[config.mk]
export PLATFORM = sky130hd
export DESIGN_NAME = rst_sequencer
export DESIGN_NICKNAME = d
export VERILOG_FILES = /design/src/rtl/rst_sequencer.sv
export SDC_FILE = /design/constraint.sdc
export NUM_CORES = 1
export LEC_CHECK = 0
export BUFFER_PORTS_ARGS = -buffer_cell sky130_fd_sc_hd__buf_2
export CAP_MARGIN = 10
export CORE_ASPECT_RATIO = 0.6
export CORE_MARGIN = 10
export CORE_UTILIZATION = 34
export CTS_CLUSTER_SIZE = 12
export DETAILED_ROUTE_END_ITERATION = 8
export PLACE_DENSITY_LB_ADDON = 0.1
export REMOVE_ABC_BUFFERS = 1
export SLEW_MARGIN = 20
export SYNTH_ARGS = -nofsm -noshare
export SYNTH_HDL_FRONTEND = slang
export SYNTH_SLANG_ARGS = --single-unit
[constraint.sdc]
create_clock -name clk -period 3.83 [get_ports clk]
set_input_delay 0.766 -clock clk [delete_from_list [all_inputs] [get_ports clk]]
set_output_delay 0.766 -clock clk [all_outputs]
set_load 0.005 [all_outputs]
[src/rtl/rst_sequencer.sv]
// Multi-domain reset sequencer: staggered power-on release of NUM_DOMAINS resets,
// then one-at-a-time software re-resets under round-robin arbitration.
module rst_sequencer #(
  parameter int NUM_DOMAINS = 4,
  parameter int HOLD_CYCLES = 3,
  parameter int GAP_CYCLES  = 2
) (
  input  logic                   clk,
  input  logic                   rst,
  input  logic [NUM_DOMAINS-1:0] sw_rst_req,
  output logic [NUM_DOMAINS-1:0] rst_out,
  output logic [NUM_DOMAINS-1:0] ack,
  output logic                   ready,
  output logic                   busy
);

  localparam int MAX_CYC = (HOLD_CYCLES > GAP_CYCLES) ? HOLD_CYCLES : GAP_CYCLES;
  localparam int CNT_W   = $clog2(MAX_CYC + 1);
  localparam int IDX_W   = $clog2(NUM_DOMAINS);

  localparam logic [1:0] S_POR_HOLD    = 2'd0;
  localparam logic [1:0] S_POR_STAGGER = 2'd1;
  localparam logic [1:0] S_RUN         = 2'd2;
  localparam logic [1:0] S_SERVICE     = 2'd3;

  localparam logic [CNT_W-1:0]       HOLD_LAST = CNT_W'(HOLD_CYCLES - 1);
  localparam logic [CNT_W-1:0]       GAP_LAST  = CNT_W'(GAP_CYCLES - 1);
  localparam logic [IDX_W-1:0]       LAST_IDX  = IDX_W'(NUM_DOMAINS - 1);
  localparam logic [NUM_DOMAINS-1:0] ONE       = NUM_DOMAINS'(1);

  logic [1:0]             state;
  logic [CNT_W-1:0]       cnt;
  logic [IDX_W-1:0]       idx;
  logic [IDX_W-1:0]       ptr;
  logic [NUM_DOMAINS-1:0] pending;

  logic                   grant_valid;
  logic [IDX_W-1:0]       grant_idx;
  logic [IDX_W-1:0]       cand;

  // Round-robin search: first pending domain strictly after the last one granted.
  // NOTE: every output of this block gets a default first, so no path leaves it
  // unassigned and no latch is inferred.
  always_comb begin
    grant_valid = 1'b0;
    grant_idx   = '0;
    cand        = '0;
    for (int i = 1; i <= NUM_DOMAINS; i++) begin
      cand = IDX_W'((int'(ptr) + i) % NUM_DOMAINS);
      if (!grant_valid && pending[cand]) begin
        grant_valid = 1'b1;
        grant_idx   = cand;
      end
    end
  end

  // NOTE: state uses non-blocking assignments; a later assignment to the same
  // register in this block overrides an earlier default (used for ack and pending).
  always_ff @(posedge clk) begin
    if (rst) begin
      state   <= S_POR_HOLD;
      cnt     <= '0;
      idx     <= '0;
      ptr     <= LAST_IDX;
      pending <= '0;
      rst_out <= '1;
      ack     <= '0;
      ready   <= 1'b0;
      busy    <= 1'b1;
    end else begin
      ack     <= '0;
      pending <= pending | sw_rst_req;
      case (state)
        S_POR_HOLD: begin
          if (cnt == HOLD_LAST) begin
            rst_out[0] <= 1'b0;
            cnt        <= '0;
            idx        <= IDX_W'(1);
            state      <= S_POR_STAGGER;
          end else begin
            cnt <= cnt + CNT_W'(1);
          end
        end
        S_POR_STAGGER: begin
          if (cnt == GAP_LAST) begin
            rst_out[idx] <= 1'b0;
            cnt          <= '0;
            if (idx == LAST_IDX) begin
              ready <= 1'b1;
              busy  <= 1'b0;
              state <= S_RUN;
            end else begin
              idx <= idx + IDX_W'(1);
            end
          end else begin
            cnt <= cnt + CNT_W'(1);
          end
        end
        S_RUN: begin
          if (grant_valid) begin
            rst_out[grant_idx] <= 1'b1;
            // A fresh request for the granted domain wins over the clear.
            pending <= (pending & ~(ONE << grant_idx)) | sw_rst_req;
            busy    <= 1'b1;
            ptr     <= grant_idx;
            idx     <= grant_idx;
            cnt     <= '0;
            state   <= S_SERVICE;
          end
        end
        S_SERVICE: begin
          if (cnt == HOLD_LAST) begin
            rst_out[idx] <= 1'b0;
            ack          <= ONE << idx;
            busy         <= 1'b0;
            state        <= S_RUN;
          end else begin
            cnt <= cnt + CNT_W'(1);
          end
        end
        default: state <= S_POR_HOLD;
      endcase
    end
  end

endmodule

==> flow_results.org <==
** Status
- The run finished with clean final reports.

** Final layout
- Counting the fill cells in the layout gives 381.
- Most common cell after layout, fill and taps aside :: sky130_fd_sc_hd__dfxtp_1
- Utilization of the core after routing :: 39.97%
- Of the cells placed in the final design, the portion with a size suffix greater than 1 is 19.28%.
- Net count, final :: 185
- After routing the design area is 0.001454 mm^2.
- The top cell types in the final layout, fill and taps aside, are 22 x sky130_fd_sc_hd__dfxtp_1, 17 x sky130_fd_sc_hd__nand2_1, 17 x sky130_fd_sc_hd__a21oi_1, 15 x sky130_fd_sc_hd__buf_2, 14 x sky130_fd_sc_hd__nor2_1.
- Area Overhead vs Synth :: 13.92%
- Antenna diode count :: 0

** Logic synthesis
- Synthesis inferred 22 register bits.
- Synthesized-area fraction occupied by adder cells :: 11.76%
- Yosys warnings :: 0
- Main combinational cell family by area after synthesis :: compound AO/OA/AOI/OAI gates
- Yosys top cell area share :: 34.51%
- Synthesized area per cell :: 8.396 um^2
- Simple-gate area share of the yosys netlist :: 20.98%
- Complex-gate fraction of the synthesized area :: 26.27%
- Sequential elements use 34.51% of the synthesized area.
- Of all cell types, the one taking the most synthesized area is sky130_fd_sc_hd__dfxtp_1.
- Multiplexer share of the synthesized area :: 0.7843%
- Synth Instances :: 152
- Number of distinct library cells after synthesis :: 42
- Largest cells by area after synthesis :: sky130_fd_sc_hd__dfxtp_1 35%, sky130_fd_sc_hd__ha_1 12%, sky130_fd_sc_hd__a21oi_1 6.7%
- Syn Std Cell Area :: 0.001276 mm^2
- Summing the areas of all xor and xnor instances in the mapped netlist gives 0% of the synthesized area.

** Critical path
- For the worst setup path, the data required time is 3.99 ns.
- STA classifies the critical path startpoint as a flop.
- Maximum net fanout on the critical path :: 8
- Setup slack, reg-to-reg :: 1.87 ns
- Critical Path Slowest Stage Cell :: sky130_fd_sc_hd__nor4_1
- For the worst setup path, the data arrival time is 2.12 ns.
- The critical path in this run is classified as flop to flop.
- Max incr delay on CP :: 0.53 ns
- Series of cell instances along the critical path :: inv_1 > ha_1 > nor2b_1 > nor4_1 > nand2_1 > a21oi_1 > o31ai_1
- STA classifies the critical path endpoint as a flop.

** STA
- In the finished design, the share of the clock period the worst path needs comes to 51.30%.
- Final Skew :: 0.001801 ns
- Transition time at the pin with the least slew margin :: 0.5971 ns
- Derived from the worst setup path, the maximum achievable clock frequency is 0.5090 GHz.
- Setup repair after global routing left no endpoint under its margin.
- Hold Worst Slack :: 0.4722 ns
- For the finished layout, the period the worst path requires is 1.965 ns.
- Headroom to the max-slew limit came out at 59.82%.
- Setup violations remaining at the end of the flow were counted as 0.
- Post-route worst setup slack :: 1.865 ns
- The number of max-slew violations in the final report was 0.
- Final hold violations :: 0
- Final-layout setup total negative slack :: 0 ns

** Floorplan
- Die area :: 0.006684 mm^2
- Number of rows created at floorplan :: 17
- Measured along the x axis, the die boundary spans 99.10 um.
- The die is 67.46 um tall.
- Initial standard-cell utilization of the core :: 35.09%
- Pin placement for this block handled 16 I/O pins.
- In this run the standard cell core region covers 0.003637 mm^2.

** Power
- IR analysis of the VDD net gives a maximum drop of 343.7 uV.
- In this run the power spent charging and discharging nets is 0.0003620 W.
- For this design the ratio of total power to cell area is 643.8 mW/mm^2.
- Power share of the clock group :: 23.7%
- Reg power frac :: 34.2%
- The internal power of the cells totals 0.0005741 W.
- The share of total power dissipated in combinational logic is 42.1%.
- Cell leakage power :: 0.5793 nW
- In this run switching power makes up 38.67% of total power.

** Clock tree
- Post-CTS clock slew at the launch and capture registers of the worst setup and hold paths :: 0.09 ns
- Counting every sink on the clock net gives 22.
- Number of buffers on the longest clock path :: 2
- TritonCTS built the clock tree.
- Clock Latency Late Sink :: 0.27 ns
- Setup Fix Bufs, Post-CTS :: 0
- Deepest level of the CTS H-tree :: 1
- Hold Buf Count CTS :: 0
- After clock tree synthesis, the repair step resized 0 gates.
- Total CTS buffers :: 3
- The root buffer cell chosen for the clock tree is sky130_fd_sc_hd__clkbuf_8.

** Detailed routing
- Before antenna repair, the detailed router went through 4 iterations.
- The detail route stage leaves a number of antenna-violating nets equal to 0.
- The detailed router put a total of 1570 um of wire on met1.
- The routed design has 3030 um of wire.
- Number of DRC violations after detailed-routing iteration 0 :: 75
- Across all layers, the routed design uses 1081 vias.
- Routed length per placed instance :: 14.23 um
- Via density per instance :: 5.075
- Length of routed met2 wiring :: 1217 um
- Routed length on met3 :: 223 um
- The highest metal layer carrying signal wires in the routed design is met4.
- For this run, design rule violations remaining after detail routing come to 0.

** Global route
- All-layer global routing usage :: 9.292%
- Via count of the first global-routing pass :: 1033
- The first global-routing pass estimated 4988 um of wire.
- Maximum number of pins on one net before global-route repair :: 20
- Antenna violations before repair :: 0
- Total congestion overflow after global routing :: 0

** Worst hold path
- The worst hold path belongs to the class flop to flop.

** Flow run
- Number of max-capacitance violations reported :: 0

** Placement
- Once placement finished, the instance area stood at 0.001383 mm^2.
- In this run the tool buffered the top-level ports with 15 buffer cells.
- Final weighted congestion in routability-driven placement :: 0.7869
- Timing analysis after detailed placement gives a worst setup slack of 1.846 ns.
- Final HPWL from detailed placement :: 2364 um
[worst max-delay path: cells and delay by family, from the launching register on]
family,cells,cell delay [ns]
AOI/OAI and AO/OA,2,0.25
adders and majority gates,1,0.28
buffers and inverters,1,0.08
DFF,1,0.38
and+or+nand+nor,3,0.87
[kinds of logic after synthesis]
family / count (synthesis)
simple gates: 53
mux: 1
fa+ha+maj: 12
compound gates: 47
flops: 22
buf+inv: 17
[state kept, by name, indices dropped and copies added (netlist names)]
signal / flops
ptr: 2
rst_out: 4
ready: 1
busy: 1
pending: 4
ack: 4
idx: 2
cnt: 2
state: 2
[cells in the mapped netlist (all sizes together)]
cell and instances:
o31ai 2, nor2 16, dfxtp 22, nand2b 1, nor3b 1, inv 12
a32oi 1, a21boi 2, nor3 2, o221ai 1, a22oi 2, or2 2
a311o 1, nor2b 3, mux2i 1, a2111oi 1, nand3b 1, o21bai 1
nand2 19, and3 1, o21a 1, and3b 1, nand3 1, o31a 2
a21oi 17, buf 4, or3 1, ha 12, a31oi 6, clkbuf 1
and2 1, o21ai 7, nor4 3, a211oi 3
[cell type report]
class / count / area (um^2) / area share (%)
clock buffers: 3 / 41.29 / 2.840
clock inverters: 1 / 30.03 / 2.065
inverters: 12 / 45.04 / 3.098
multi-input cells: 113 / 763.2 / 52.50
flip-flops and latches: 22 / 440.4 / 30.29
well taps: 47 / 58.81 / 4.045
repair buffers: 15 / 75.07 / 5.164
[routing by layer]
metal / up-vias / track usage (%)
met5: - / 0
met4: 0 / 2.135
met3: 2 / 3.971
met2: 25 / 13.27
met1: 493 / 12.57
li1: 561 / -
[power by group through the flow]
stage	clock, W	combinational [W]	sequential, W
after CTS	0.000225	0.000395	0.000320
final	0.000222	0.000394	0.000320
after global placement	0	0.000394	0.000325
after global routing	0.000234	0.000449	0.000328
after detailed placement	0	0.000393	0.000326
after floorplan	0	0.000300	0.000316
[worst paths after layout]
path / from / end / cells after the start
max: state[1] / rst_out[3] / 7
min reg2reg: ready / ready / 2
min: ready / ready / 2
max reg2reg: state[1] / rst_out[3] / 7
[stage by stage]
| stage | power [W] | cells |
|---|---|---|
| after CTS | 0.0009402 | 213 |
| final | 0.0009361 | 213 |
| after global routing | 0.001012 | 213 |
| after detailed placement | 0.0007189 | 209 |
| after global placement | 0.0007185 | 209 |
| after floorplan | 0.0006163 | 147 |
Power figures use the tool's default switching activity.
